### src/rtl/wiener_pkg.sv
// wiener_pkg: shared state encoding and default sizing for the Wiener filter frame scheduler.
package wiener_pkg;
    localparam int DEF_WIDTH   = 16;
    localparam int DEF_COL_NUM = 96;
    localparam int DEF_ROW_NUM = 2;
    localparam int COEF_NUM    = DEF_COL_NUM * DEF_ROW_NUM;
    localparam int DEF_DATA_AW = 17;
    localparam int DEF_COEF_AW = 10;
    localparam int DEF_TIMEOUT = 4096;

    typedef enum logic [2:0] {
        S_IDLE,
        S_FILL,
        S_GAP,
        S_START,
        S_WAIT
    } state_t;
endpackage

### src/rtl/wiener_frame_sched_if.sv
// wiener_frame_sched_if: host coefficient bus, feature stream and filter RAM/control ports of the scheduler.
interface wiener_frame_sched_if
    import wiener_pkg::*;
#(
    parameter int WIDTH   = DEF_WIDTH,
    parameter int DATA_AW = DEF_DATA_AW,
    parameter int COEF_AW = DEF_COEF_AW
);
    logic               coef_wr_i;
    logic [COEF_AW-1:0] coef_addr_i;
    logic [WIDTH-1:0]   coef_data_i;
    logic               coef_ready_o;
    logic               feat_valid_i;
    logic [WIDTH-1:0]   feat_data_i;
    logic               feat_last_i;
    logic               feat_ready_o;
    logic               wf_ram_wr_en_o;
    logic [COEF_AW-1:0] wf_wr_addr_o;
    logic [WIDTH-1:0]   wf_ram_data_o;
    logic               wf_data_wr_en_o;
    logic [DATA_AW-1:0] wf_data_addr_o;
    logic [WIDTH-1:0]   wf_data_o;
    logic               wf_start_o;
    logic               wf_finish_i;
    logic               coef_valid_o;
    logic               busy_o;
    logic               frame_done_o;
    logic [31:0]        frame_cnt_o;
    logic               err_len_o;
    logic               err_tmo_o;
    logic               err_clr_i;

    modport slave (
        input  coef_wr_i, coef_addr_i, coef_data_i, feat_valid_i, feat_data_i, feat_last_i,
               wf_finish_i, err_clr_i,
        output coef_ready_o, feat_ready_o, wf_ram_wr_en_o, wf_wr_addr_o, wf_ram_data_o,
               wf_data_wr_en_o, wf_data_addr_o, wf_data_o, wf_start_o, coef_valid_o, busy_o,
               frame_done_o, frame_cnt_o, err_len_o, err_tmo_o
    );

    modport master (
        output coef_wr_i, coef_addr_i, coef_data_i, feat_valid_i, feat_data_i, feat_last_i,
               wf_finish_i, err_clr_i,
        input  coef_ready_o, feat_ready_o, wf_ram_wr_en_o, wf_wr_addr_o, wf_ram_data_o,
               wf_data_wr_en_o, wf_data_addr_o, wf_data_o, wf_start_o, coef_valid_o, busy_o,
               frame_done_o, frame_cnt_o, err_len_o, err_tmo_o
    );
endinterface

### src/rtl/wiener_frame_cnt.sv
// wiener_frame_cnt: per-frame beat address counter with frame length classification.
module wiener_frame_cnt
    import wiener_pkg::*;
#(
    parameter int COL_NUM = DEF_COL_NUM,
    parameter int KW      = $clog2(COL_NUM + 1)
) (
    input  logic          clk,
    input  logic          rst_n,
    input  logic          beat_i,
    input  logic          last_i,
    output logic [KW-1:0] addr_o,
    output logic          wr_o,
    output logic          ok_o,
    output logic          short_o,
    output logic          over_o,
    output logic          end_o
);
    logic [KW-1:0] k_q, k_d;
    logic          drop_q, drop_d;
    logic          at_end;

    // Once a frame overruns, drop_q swallows beats without writing until last
    always_comb begin
        at_end  = k_q == KW'(COL_NUM - 1);
        wr_o    = beat_i & ~drop_q;
        ok_o    = wr_o & at_end & last_i;
        short_o = wr_o & ~at_end & last_i;
        over_o  = wr_o & at_end & ~last_i;
        end_o   = beat_i & last_i;
        addr_o  = k_q;
        k_d     = (~beat_i | drop_q) ? k_q : (last_i | at_end) ? '0 : k_q + 1'b1;
        drop_d  = beat_i ? (~last_i & (drop_q | at_end)) : drop_q;
    end

    always_ff @(posedge clk or negedge rst_n) begin
        if (!rst_n) begin
            k_q    <= '0;
            drop_q <= 1'b0;
        end else begin
            k_q    <= k_d;
            drop_q <= drop_d;
        end
    end
endmodule

### src/rtl/wiener_frame_sched.sv
// wiener_frame_sched: serialises host coefficient loads and per-frame feature writes into the
// Wiener filter RAMs, then starts the filter and waits, bounded by TIMEOUT, for its finish pulse.
module wiener_frame_sched
    import wiener_pkg::*;
#(
    parameter int WIDTH   = DEF_WIDTH,
    parameter int COL_NUM = DEF_COL_NUM,
    parameter int ROW_NUM = DEF_ROW_NUM,
    parameter int DATA_AW = DEF_DATA_AW,
    parameter int COEF_AW = DEF_COEF_AW,
    parameter int TIMEOUT = DEF_TIMEOUT
) (
    input  logic clk,
    input  logic rst_n,
    wiener_frame_sched_if.slave bus
);
    localparam int COEF_N = COL_NUM * ROW_NUM;
    localparam int CCW    = $clog2(COEF_N + 1);
    localparam int TCW    = $clog2(TIMEOUT + 1);
    localparam int KW     = $clog2(COL_NUM + 1);

    state_t             state_q, state_d;
    logic [CCW-1:0]     ccnt_q, ccnt_d;
    logic               cvalid_q, cvalid_d;
    logic [TCW-1:0]     tcnt_q, tcnt_d;
    logic               dwr_q, dwr_d;
    logic [DATA_AW-1:0] daddr_q, daddr_d;
    logic [WIDTH-1:0]   ddat_q, ddat_d;
    logic               start_q, start_d;
    logic               busy_q, busy_d;
    logic               done_q, done_d;
    logic [31:0]        fcnt_q, fcnt_d;
    logic               elen_q, elen_d;
    logic               etmo_q, etmo_d;

    logic          coef_ready, coef_acc, feat_ready, beat, fin, tmo;
    logic [KW-1:0] fc_addr;
    logic          fc_wr, fc_ok, fc_short, fc_over, fc_end;

    wiener_frame_cnt #(.COL_NUM(COL_NUM), .KW(KW)) u_cnt (
        .clk    (clk),
        .rst_n  (rst_n),
        .beat_i (beat),
        .last_i (bus.feat_last_i),
        .addr_o (fc_addr),
        .wr_o   (fc_wr),
        .ok_o   (fc_ok),
        .short_o(fc_short),
        .over_o (fc_over),
        .end_o  (fc_end)
    );

    // Gating ready with rst_n keeps every output low while reset is held
    always_comb begin
        coef_ready = rst_n & (state_q == S_IDLE);
        coef_acc   = bus.coef_wr_i & coef_ready;
        feat_ready = cvalid_q & ~bus.coef_wr_i & (state_q == S_IDLE | state_q == S_FILL);
        beat       = bus.feat_valid_i & feat_ready;
        fin        = (state_q == S_WAIT) & bus.wf_finish_i;
        tmo        = (state_q == S_WAIT) & ~bus.wf_finish_i & (tcnt_q == TCW'(TIMEOUT - 1));
        state_d    = fc_ok ? S_GAP :
                     fc_end ? S_IDLE :
                     beat ? S_FILL :
                     (state_q == S_GAP) ? S_START :
                     (state_q == S_START) ? S_WAIT :
                     (fin | tmo) ? S_IDLE : state_q;
        tcnt_d     = (state_q == S_WAIT) ? tcnt_q + 1'b1 : '0;
        ccnt_d     = ~coef_acc ? ccnt_q : cvalid_q ? CCW'(1) : ccnt_q + 1'b1;
        cvalid_d   = coef_acc ? (~cvalid_q & (ccnt_q == CCW'(COEF_N - 1))) : cvalid_q;
        dwr_d      = fc_wr;
        daddr_d    = fc_wr ? DATA_AW'(fc_addr) : '0;
        ddat_d     = fc_wr ? bus.feat_data_i : '0;
        start_d    = state_q == S_START;
        busy_d     = state_d != S_IDLE;
        done_d     = fin;
        fcnt_d     = fcnt_q + 32'(fin);
        elen_d     = ~bus.err_clr_i & (elen_q | fc_short | fc_over);
        etmo_d     = ~bus.err_clr_i & (etmo_q | tmo);
    end

    always_ff @(posedge clk or negedge rst_n) begin
        if (!rst_n) begin
            state_q  <= S_IDLE;
            ccnt_q   <= '0;
            cvalid_q <= 1'b0;
            tcnt_q   <= '0;
            dwr_q    <= 1'b0;
            daddr_q  <= '0;
            ddat_q   <= '0;
            start_q  <= 1'b0;
            busy_q   <= 1'b0;
            done_q   <= 1'b0;
            fcnt_q   <= '0;
            elen_q   <= 1'b0;
            etmo_q   <= 1'b0;
        end else begin
            state_q  <= state_d;
            ccnt_q   <= ccnt_d;
            cvalid_q <= cvalid_d;
            tcnt_q   <= tcnt_d;
            dwr_q    <= dwr_d;
            daddr_q  <= daddr_d;
            ddat_q   <= ddat_d;
            start_q  <= start_d;
            busy_q   <= busy_d;
            done_q   <= done_d;
            fcnt_q   <= fcnt_d;
            elen_q   <= elen_d;
            etmo_q   <= etmo_d;
        end
    end

    assign bus.coef_ready_o    = coef_ready;
    assign bus.wf_ram_wr_en_o  = coef_acc;
    assign bus.wf_wr_addr_o    = coef_acc ? bus.coef_addr_i : '0;
    assign bus.wf_ram_data_o   = coef_acc ? bus.coef_data_i : '0;
    assign bus.feat_ready_o    = feat_ready;
    assign bus.wf_data_wr_en_o = dwr_q;
    assign bus.wf_data_addr_o  = daddr_q;
    assign bus.wf_data_o       = ddat_q;
    assign bus.wf_start_o      = start_q;
    assign bus.coef_valid_o    = cvalid_q;
    assign bus.busy_o          = busy_q;
    assign bus.frame_done_o    = done_q;
    assign bus.frame_cnt_o     = fcnt_q;
    assign bus.err_len_o       = elen_q;
    assign bus.err_tmo_o       = etmo_q;
endmodule
### src/flat_wrapper.sv
// flat-port wrapper written by rule: the top's interface ports become plain ports
module wiener_frame_sched_flat import wiener_pkg::*;
#(
    parameter int WIDTH   = DEF_WIDTH,
    parameter int COL_NUM = DEF_COL_NUM,
    parameter int ROW_NUM = DEF_ROW_NUM,
    parameter int DATA_AW = DEF_DATA_AW,
    parameter int COEF_AW = DEF_COEF_AW,
    parameter int TIMEOUT = DEF_TIMEOUT
)
  (clk, rst_n, bus_coef_wr_i, bus_coef_addr_i, bus_coef_data_i, bus_feat_valid_i, bus_feat_data_i, bus_feat_last_i, bus_wf_finish_i, bus_err_clr_i, bus_coef_ready_o, bus_feat_ready_o, bus_wf_ram_wr_en_o, bus_wf_wr_addr_o, bus_wf_ram_data_o, bus_wf_data_wr_en_o, bus_wf_data_addr_o, bus_wf_data_o, bus_wf_start_o, bus_coef_valid_o, bus_busy_o, bus_frame_done_o, bus_frame_cnt_o, bus_err_len_o, bus_err_tmo_o);
  wiener_frame_sched_if #(.WIDTH(WIDTH), .DATA_AW(DATA_AW), .COEF_AW(COEF_AW)) bus_i ();
  input  logic clk;
  input  logic rst_n;
  input wire logic [$bits(bus_i.coef_wr_i)-1:0] bus_coef_wr_i;
  input wire logic [$bits(bus_i.coef_addr_i)-1:0] bus_coef_addr_i;
  input wire logic [$bits(bus_i.coef_data_i)-1:0] bus_coef_data_i;
  input wire logic [$bits(bus_i.feat_valid_i)-1:0] bus_feat_valid_i;
  input wire logic [$bits(bus_i.feat_data_i)-1:0] bus_feat_data_i;
  input wire logic [$bits(bus_i.feat_last_i)-1:0] bus_feat_last_i;
  input wire logic [$bits(bus_i.wf_finish_i)-1:0] bus_wf_finish_i;
  input wire logic [$bits(bus_i.err_clr_i)-1:0] bus_err_clr_i;
  output wire logic [$bits(bus_i.coef_ready_o)-1:0] bus_coef_ready_o;
  output wire logic [$bits(bus_i.feat_ready_o)-1:0] bus_feat_ready_o;
  output wire logic [$bits(bus_i.wf_ram_wr_en_o)-1:0] bus_wf_ram_wr_en_o;
  output wire logic [$bits(bus_i.wf_wr_addr_o)-1:0] bus_wf_wr_addr_o;
  output wire logic [$bits(bus_i.wf_ram_data_o)-1:0] bus_wf_ram_data_o;
  output wire logic [$bits(bus_i.wf_data_wr_en_o)-1:0] bus_wf_data_wr_en_o;
  output wire logic [$bits(bus_i.wf_data_addr_o)-1:0] bus_wf_data_addr_o;
  output wire logic [$bits(bus_i.wf_data_o)-1:0] bus_wf_data_o;
  output wire logic [$bits(bus_i.wf_start_o)-1:0] bus_wf_start_o;
  output wire logic [$bits(bus_i.coef_valid_o)-1:0] bus_coef_valid_o;
  output wire logic [$bits(bus_i.busy_o)-1:0] bus_busy_o;
  output wire logic [$bits(bus_i.frame_done_o)-1:0] bus_frame_done_o;
  output wire logic [$bits(bus_i.frame_cnt_o)-1:0] bus_frame_cnt_o;
  output wire logic [$bits(bus_i.err_len_o)-1:0] bus_err_len_o;
  output wire logic [$bits(bus_i.err_tmo_o)-1:0] bus_err_tmo_o;
  assign bus_i.coef_wr_i = bus_coef_wr_i;
  assign bus_i.coef_addr_i = bus_coef_addr_i;
  assign bus_i.coef_data_i = bus_coef_data_i;
  assign bus_i.feat_valid_i = bus_feat_valid_i;
  assign bus_i.feat_data_i = bus_feat_data_i;
  assign bus_i.feat_last_i = bus_feat_last_i;
  assign bus_i.wf_finish_i = bus_wf_finish_i;
  assign bus_i.err_clr_i = bus_err_clr_i;
  assign bus_coef_ready_o = bus_i.coef_ready_o;
  assign bus_feat_ready_o = bus_i.feat_ready_o;
  assign bus_wf_ram_wr_en_o = bus_i.wf_ram_wr_en_o;
  assign bus_wf_wr_addr_o = bus_i.wf_wr_addr_o;
  assign bus_wf_ram_data_o = bus_i.wf_ram_data_o;
  assign bus_wf_data_wr_en_o = bus_i.wf_data_wr_en_o;
  assign bus_wf_data_addr_o = bus_i.wf_data_addr_o;
  assign bus_wf_data_o = bus_i.wf_data_o;
  assign bus_wf_start_o = bus_i.wf_start_o;
  assign bus_coef_valid_o = bus_i.coef_valid_o;
  assign bus_busy_o = bus_i.busy_o;
  assign bus_frame_done_o = bus_i.frame_done_o;
  assign bus_frame_cnt_o = bus_i.frame_cnt_o;
  assign bus_err_len_o = bus_i.err_len_o;
  assign bus_err_tmo_o = bus_i.err_tmo_o;
  wiener_frame_sched #(.WIDTH(WIDTH), .COL_NUM(COL_NUM), .ROW_NUM(ROW_NUM), .DATA_AW(DATA_AW), .COEF_AW(COEF_AW), .TIMEOUT(TIMEOUT)) u_core (.clk(clk), .rst_n(rst_n), .bus(bus_i));
endmodule
### config.mk
export PLATFORM = sky130hd
export DESIGN_NAME = wiener_frame_sched_flat
export DESIGN_NICKNAME = d
export VERILOG_FILES = /design/src/rtl/wiener_pkg.sv /design/src/rtl/wiener_frame_sched_if.sv /design/src/rtl/wiener_frame_cnt.sv /design/src/rtl/wiener_frame_sched.sv /design/src/flat_wrapper.sv
export SDC_FILE = /design/constraint.sdc
export NUM_CORES = 1
export LEC_CHECK = 0
export CAP_MARGIN = 30
export CELL_PAD_IN_SITES_DETAIL_PLACEMENT = 1
export CELL_PAD_IN_SITES_GLOBAL_PLACEMENT = 2
export CORE_AREA = 10 10 133 135
export DETAILED_ROUTE_END_ITERATION = 12
export DIE_AREA = 0 0 143 145
export HOLD_SLACK_MARGIN = 0.02
export PLACE_DENSITY_LB_ADDON = 0.1
export SKIP_CTS_REPAIR_TIMING = 1
export SLEW_MARGIN = 20
export SYNTH_ARGS = -nofsm -noshare
export SYNTH_HDL_FRONTEND = slang
export SYNTH_SLANG_ARGS = --single-unit
### constraint.sdc
create_clock -name clk -period 5.6 [get_ports clk]
set_clock_uncertainty 0.15 [all_clocks]
set_input_delay 1.4 -clock clk [delete_from_list [all_inputs] [get_ports clk]]
set_output_delay 1.4 -clock clk [all_outputs]
set_load 0.03 [all_outputs]
# [After elaboration in Yosys (flattened, before gate mapping)]
# Index checks and enable logic that the tools add are counted.
[totals] register_bits=104 inputBits=49
[classes] n_addsub=4 eq_ne=7 n_mux=13 bitwise=35 reduce_logical=2
[ops] operator="32-bit by 1-bit adder with 32-bit output" count=1
[ops] operator="16-bit 2-to-1 mux" count=2
[ops] operator="1-bit bitwise AND" count=19
[ops] operator="3-bit 2-to-1 mux" count=6
[ops] operator="7-bit 2-to-1 mux" count=2
[ops] operator="13-bit by 1-bit adder with 13-bit output (second input constant)" count=1
[ops] operator="13-bit by 12-bit equality test with 1-bit output (second input constant)" count=1
[ops] operator="13-bit 2-to-1 mux" count=1
[ops] operator="10-bit 2-to-1 mux" count=1
[ops] operator="8-bit by 1-bit adder with 8-bit output (second input constant)" count=1
[ops] operator="8-bit equality test (second input constant)" count=1
[ops] operator="8-bit 2-to-1 mux" count=1
[ops] operator="1-bit NOT" count=8
[ops] operator="1-bit bitwise OR" count=8
[ops] operator="7-bit by 1-bit adder with 7-bit output (second input constant)" count=1
[ops] operator="7-bit equality test (second input constant)" count=1
[ops] operator="3-bit by 2-bit equality test with 1-bit output (second input constant)" count=2
[ops] operator="3-bit by 1-bit equality test with 1-bit output (second input constant)" count=1
[ops] operator="3-bit equality test (second input constant)" count=1
[ops] operator="3-bit logical NOT" count=1
[ops] operator="3-bit nonzero test" count=1

# [Longest topological paths before layout]
# Gate-level depths: netlist of run 1.
[depth] depth_word=11 ltp_mapped=12 depth_no_buf=9

# [Modules after synthesis]
# A second synthesis of run 1 with hierarchy kept.
[unflattened] hier_cells=418 area_unflattened_um2=4375.4
[by_module_without_submodules] mod="wiener_frame_sched" instances=1 cells_per_inst=365 area_each_um2=3908.7 seq_area_each_um2=2152.1
[by_module_without_submodules] mod="wiener_frame_cnt" instances=1 cells_per_inst=53 area_each_um2=466.7 seq_area_each_um2=200.2

# [Least setup slack after synthesis of run 1]
# OpenSTA, ideal clock, no wires.
[synth_path] path_type="in2out" startpoint="in bus_coef_wr_i" endpoint="out bus_feat_ready_o" arrival_ps=2642 required_ps=4050 slack_ps=1408 stages=2 path_buffers=1 path_cell_list="clkbuf_1 -> nor4b_1"
[synth_between] elab_chain_cells=3
[synth_lines] element="from (decl)" line="flat_wrapper.sv:15" rtl="input wire logic [$bits(bus_i.coef_wr_i)-1:0] bus_coef_wr_i;"
[synth_lines] element="1-bit NOT" line="wiener_frame_sched.sv:57" rtl="feat_ready = cvalid_q & ~bus.coef_wr_i & (state_q == S_IDLE | state_q == S_FILL);"
[synth_lines] element="1-bit bitwise AND (2 in series)" line="wiener_frame_sched.sv:57"
[synth_lines] element="to (decl)" line="flat_wrapper.sv:24" rtl="output wire logic [$bits(bus_i.feat_ready_o)-1:0] bus_feat_ready_o;"
# Every way passes these cells.

# [Worst setup path after layout of run 1]
# Same ends and word-level chain as after synthesis.

==> impl_results.md, run 1 <==
* WP buf/inv at 2
* Placeable Area at 15000 um^2
* Max stage delay cell, worst path: clkdlybuf4s50_1
* Reg power frac at 48.3%
* Most frequent cell after synthesis: dfrtp_1
* Vias in the first global route at 3846
* Die area at 20700 um^2
* Clock share of power at 40.4%
* Routed Antenna Nets at 0
* IO buf count at 139
* DR iter-0 viols at 174
* Largest net degree at the start of global routing at 59
* Post-Syn Instances at 427
* Critical path arrival at 3.39 ns
* Ys flop type: dfrtp_1
* Longest Clk Path Bufs at 2
* Post-Syn Area at 4410 um^2
* Placer Congestion at 0.726
* CP max FO at 28
* Core Util, Final at 41.4%
* Slew Limit Headroom at 50.5%
* DRT Pass-1 Iters at 4
* Initial antenna violation count at 0
* Hpwl dp at 9.58 mm
* WL/cell at 16.7 um
* Die W at 143 um
* Vias at 3591
* Chip height at 145 um
* VDD IR max at 137 uV
* Share of cells above drive strength 1 at 6.01%
* Layout Cells excl Fill at 754
* Synthesized area per cell at 10.3 um^2
* Worst-path cell chain: clkdlybuf4s50_1 > nor4b_1 > clkdlybuf4s50_1
* Std cell rows at 45
* Sw Ratio at 24.6%
* Dominant cell type by area after synthesis: dfrtp_1
* Fill cells at 1673
* Sequential share of the synthesized area at 53.4%
* Clock slew at reported path FFs at 0.06 ns
* Fmax at 202 MHz
* Total CTS buffers at 9
* Fin crit period at 4.94 ns
* GR Util All Layers at 12.1%
* Fin. Hold Viols at 0
* Clk_lat worst skew at 0.34 ns
* CP Class: in2out
* Root Buffer Master: clkbuf_16
* # DRC at 0
* Fin crit share at 88.3%
* Critical Path RT at 4.05 ns
* Sink Count at 94
* Setup crit end kind: primary output
* Net switching power at 368 uW
* Post-synth EDFFs at 0
* Startpoint types: input pin
* CTS tree: done
* Crit-path leading delay family: buffers and inverters
* Vias per inst at 4.76
* Hold slack at 0.313 ns
* Maxcap violations at 0
* Final net count at 615
* Ant. Diodes at 0
* Synth top area share at 53.4%
* Status: finished clean
* Initial Utilization at 29.3%
* YS warnings at 0
* HP Class: reg2reg
* Post-synth top cells: dfrtp_1 (94), nand2_1 (33), and3_1 (32), nor2_1 (31), xor2_1 (29)
* Post-synthesis cell type count at 50
* Pwr per Cell Area at 240 nW/um^2
* Tightest Pin Transition at 0.743 ns
* DP Cell Count at 738
* Most used cell, CP: clkdlybuf4s50_1
* Overall power at 1.50 mW
* Final Setup Violations at 0
* Max-slew violations at 0
* Async set-reset flop share out of synthesis at 100%
* Syn-to-layout area delta at 41.3%
* First-pass GRT wire length at 20.3 mm
* Setup_tns at 0 ns
* GR Overflow Total at 0
* RSZ-0062 raised after global routing: false
* Final wirelength at 12.6 mm
* IO Count at 150
* Htree depth at 3
* Leakage power at 2.87 nW
* Internal Power at 1.13 mW
* Top cells by area, synth: dfrtp_1 (53%), xor2_1 (5.8%), and3_1 (4.5%)
* Comb power frac at 11.4%
* Post-synthesis register bit count at 94
* CP peak stage delay at 0.79 ns
-- per-layer routing --
metal	vias to the layer above	part of all wire, %	track usage (%)
met3	11	7.8	4.43
li1	1717	-	-
met1	1773	43	14.5
met2	90	48	19.8
met5	-	0	0
met4	0	0.95	3.41
-- through the flow --
step | instance area (um^2) | worst slack, ns
after detailed placement | 5930 | 0.654
after CTS | 6230 | 0.633
after floorplan | 4440 | 1.41
final | 6230 | 0.656
after global placement | 5930 | 0.722
after global routing | 6230 | 0.464
-- kinds of logic after synthesis --
kind of cell / synth area share, %
multiplexers: 0.256
XOR/XNOR: 7.95
AO/OA/AOI/OAI: 5.39
other: 0.0851
adder cells (fa/ha/maj): 1.42
buffers and inverters: 5.03
AND/OR/NAND/NOR: 26.5
flip-flops: 53.4
-- power groups by stage --
stage	clock [mW]	sequential, mW	combinational [mW]
2_1_floorplan	0	0.736	0.0838
5_1_grt	0.663	0.726	0.189
3_5_place_dp	0	0.736	0.174
6_report	0.605	0.722	0.170
3_3_place_gp	0	0.735	0.169
4_1_cts	0.634	0.723	0.174
-- placed cells by master, fill, tap and decap left out, drive strengths merged, types with 9 or more instances in the layout --
cell           count
xor2              29
clkdlybuf4s50    137
and2              28
nor4               9
xnor2             11
dfrtp             94
clkbuf            14
nand3             22
conb              10
inv               13
nor3              11
and3              32
a21oi             14
nand4             14
nor2              31
nand2             33
o21ai             13
-- cell type report --
class	count	area (um^2)	area share, %
clock inverter	2	13.8	0.221
sequential	94	2350	37.8
tap	188	235	3.78
timing repair buffer	143	1420	22.7
clock buffer	14	284	4.56
multi-input combinational	300	1880	30.1
inverter	13	48.8	0.784
-- registers in the layout (all words and copies together), names as in the netlist --
register / flops
u_core.tcnt_q: 13
u_core.bus.frame_done_o: 1
u_core.bus.wf_data_wr_en_o: 1
u_core.u_cnt.addr_o: 7
u_core.ccnt_q: 8
u_core.bus.wf_data_addr_o: 7
u_core.bus.coef_valid_o: 1
u_core.bus.wf_start_o: 1
u_core.bus.err_tmo_o: 1
u_core.bus.frame_cnt_o: 32
u_core.bus.err_len_o: 1
u_core.bus.busy_o: 1
u_core.state_q: 3
u_core.u_cnt.drop_q: 1
u_core.bus.wf_data_o: 16
-- worst reg2reg max path, cell delays in order, from the launching register on --
cell	delay, ns
dfrtp_1	0.54
nor2_1	0.24
nand2_1	0.33
nor2_1	0.30
ha_1	0.28
ha_1	0.30
inv_1	0.07
or4_4	0.63
nor4_1	0.36
xor2_1	0.18
-- final timing paths --
check,start,end,slack [ns],depth (start not counted)
hold / removal,u_core.bus.frame_cnt_o[31],u_core.bus.frame_cnt_o[31],0.31,1
hold reg to reg,u_core.bus.frame_cnt_o[31],u_core.bus.frame_cnt_o[31],0.31,1
setup / recovery,bus_coef_wr_i,bus_feat_ready_o,0.66,3
min in group asynchronous,rst_n,u_core.bus.wf_data_o[1],1.01,2
max in group asynchronous,rst_n,u_core.bus.err_tmo_o,3.18,3
setup reg to reg,u_core.state_q[1],u_core.bus.frame_cnt_o[22],2.15,9
No activity file was read; power rests on OpenSTA's default activity.
==> run 2, diff against run 1 <==
Settings changed: CAP_MARGIN 30 to 20.
==> results of run 2 <==
No change in the layout: final DEF, timing and power equal those of run 1.
==> run 3, diff against run 2 <==
Settings changed: CORE_AREA 10 10 133 135 to 10 10 132 134, DIE_AREA 0 0 143 145 to 0 0 142 144, PLACE_DENSITY set to 0.9, PLACE_DENSITY_LB_ADDON 0.1 to unset, SYNTH_HIERARCHICAL set to 1.
==> run 3 against run 2 <==
Compared with the run above:
- non-clock buffer count unchanged
- first-iteration DRC count down 4.0%
- count of clock-buffer cells in the layout down 3
- register-to-register slack better by 0.53 ns
- worst setup slack better by 0.36 ns
- combinational power down 64%
- die area down 1.4%
- total power down 7.7%
- via count down 0.17%
- worst hold slack better by 0.014 ns
- critical path depth up 1
==> impl_results.md, run 3 <==
* Clk_lat worst skew at 0.34 ns
* Synthesized area per cell at 10.5 um^2
* Critical Path RT at 4.05 ns
* Longest Clk Path Bufs at 2
* RSZ-0062 raised after global routing: false
* Fin crit period at 4.58 ns
* Final wirelength at 12.7 mm
* Post-synth EDFFs at 0
* Startpoint types: input pin
* Sink Count at 94
* CTS tree: done
* Status: finished clean
* Fill cells at 1661
* Std cell rows at 45
* Htree depth at 3
* Fmax at 218 MHz
* Dpl cell area at 5950 um^2
* Root Buffer Master: clkbuf_16
* Post-synthesis compound-gate area fraction at 5.86%
* Post-Syn Instances at 418
* Post-synthesis register bit count at 94
* HP Class: reg2reg
* DRT Pass-1 Iters at 4
* Largest register FFs at 32
* Fin. Hold Viols at 0
* CP Launch Point: bus_coef_wr_i
* Top cells by area, synth: dfrtp_1 (54%), and3_1 (4.9%), xnor2_1 (4.4%)
* Die W at 142 um
* Largest net degree at the start of global routing at 50
* GR Overflow Total at 0
* Tightest Pin Transition at 0.651 ns
* Most frequent cells in the layout: clkdlybuf4s50_1 (137), dfrtp_1 (94), and3_1 (34)
* Most common cell after layout, fill and taps aside: clkdlybuf4s50_1
* First-pass GRT wire length at 20.2 mm
* Syn-to-layout area delta at 42.9%
* Chip height at 144 um
* Initial antenna violation count at 0
* Design area at 6250 um^2
* Core Util, Final at 42.1%
* IO buf count at 139
* RR Startpoint: u_core/bus.coef_valid_o
* Routed Antenna Nets at 0
* Mux share of post-synthesis cell area at 0.257%
* Setup_tns at 0 ns
* Largest family of logic cells by synthesized area: simple AND/OR/NAND/NOR gates
* Vias per inst at 4.79
* Final net count at 610
* Post-synthesis adder-cell area fraction at 1.43%
* Pwr per Cell Area at 221 nW/um^2
* GR Util All Layers at 12.3%
* WL/cell at 17.0 um
* Post-synthesis cell type count at 53
* Max-slew violations at 0
* Synth Area in Simple Gates at 26.4%
* CP Class: in2out
* Slew Limit Headroom at 56.2%
* Setup crit end kind: primary output
* Final Setup Violations at 0
* Hold Startpoint: u_core/bus.frame_cnt_o[31]
* Post-Synth XOR/XNOR Area at 7.81%
* Sequential share of the synthesized area at 53.8%
* VDD IR max at 128 uV
* Ant. Diodes at 0
* Synth top area share at 53.8%
* Initial Utilization at 29.4%
* Total CTS buffers at 9
* Ys flop type: dfrtp_1
* Leakage power at 2.84 nW
* Async set-reset flop share out of synthesis at 100%
* Clock slew at reported path FFs at 0.07 ns
* Placer Congestion at 0.744
* Dominant cell type by area after synthesis: dfrtp_1
* Post-synth top cells: dfrtp_1 (94), and3_1 (34), and2_1 (28), nand2_1 (27), nor2_1 (23)
* Fin crit share at 81.8%
* Critical path arrival at 3.03 ns
* # DRC at 0
* Vias in the first global route at 3725
* DR iter-0 viols at 167
* Most frequent cell after synthesis: dfrtp_1
* IO Count at 150
* Placeable Area at 14900 um^2
* Die area at 20400 um^2
* YS warnings at 6
* CP max FO at 29
* Hpwl dp at 9.73 mm
* Post-Syn Area at 4380 um^2
* Share of cells above drive strength 1 at 5.89%
* Vias at 3585
* Maxcap violations at 0
==> run 3: routing by layer <==
metal | track usage (%) | share of wire, % | up-vias
met2 | 20.9 | 52 | 80
met4 | 4.52 | 1.5 | 0
met3 | 3.64 | 5.4 | 13
li1 | - | - | 1697
met5 | 0 | 0 | -
met1 | 14.2 | 42 | 1795
==> run 3: metrics by stage <==
stage	hold WS, ns	setup WS [ns]	power [mW]	std cells
2_1_floorplan	0.305	1.37	0.710	427
3_3_place_gp	0.311	1.09	0.754	733
3_5_place_dp	0.323	1.02	0.755	733
4_1_cts	0.335	1.02	1.40	748
5_1_grt	0.350	0.928	1.43	748
6_report	0.327	1.02	1.38	748
==> run 3: power breakdown <==
group / switching, mW / internal, mW / total (mW)
registers: 0.000367 / 0.679 / 0.680
clock network: 0.252 / 0.388 / 0.640
logic: 0.0306 / 0.0311 / 0.0617
==> run 3: final cells by class <==
cell class	instances	area [um^2]	share of cell area, %
Tap cell	188	235	3.76
Sequential cell	94	2350	37.6
Clock inverter	4	72.6	1.16
Timing Repair Buffer	143	1430	22.9
Multi-Input combinational cell	293	1870	30.0
Clock buffer	11	233	3.72
Inverter	15	56.3	0.901
==> run 3: path summary, 6_finish.rpt <==
check                      cells after the start                          to  slack, ns
min                                            1  u_core/bus.frame_cnt_o[31]       0.33
min in group asynchronous                      2   u_core/bus.frame_cnt_o[1]       1.04
max in group asynchronous                      3           u_core/state_q[0]       3.23
max                                            4         bus_wf_wr_addr_o[7]       1.02
min reg2reg                                    1  u_core/bus.frame_cnt_o[31]       0.33
max reg2reg                                    8           u_core/bus.busy_o       2.68
==> run 3: logic make-up after synthesis <==
group,after synthesis
and+or+nand+nor,198
DFF,94
AOI/OAI and AO/OA,40
buffers and inverters,40
xor gates and xnor gates,39
adders and majority gates,5
other,1
muxes,1
==> run 3: worst max-delay path: stages <==
cell             delay [ns]
clkdlybuf4s50_1        0.48
buf_4                  0.26
and3_1                 0.19
clkdlybuf4s50_1        0.69
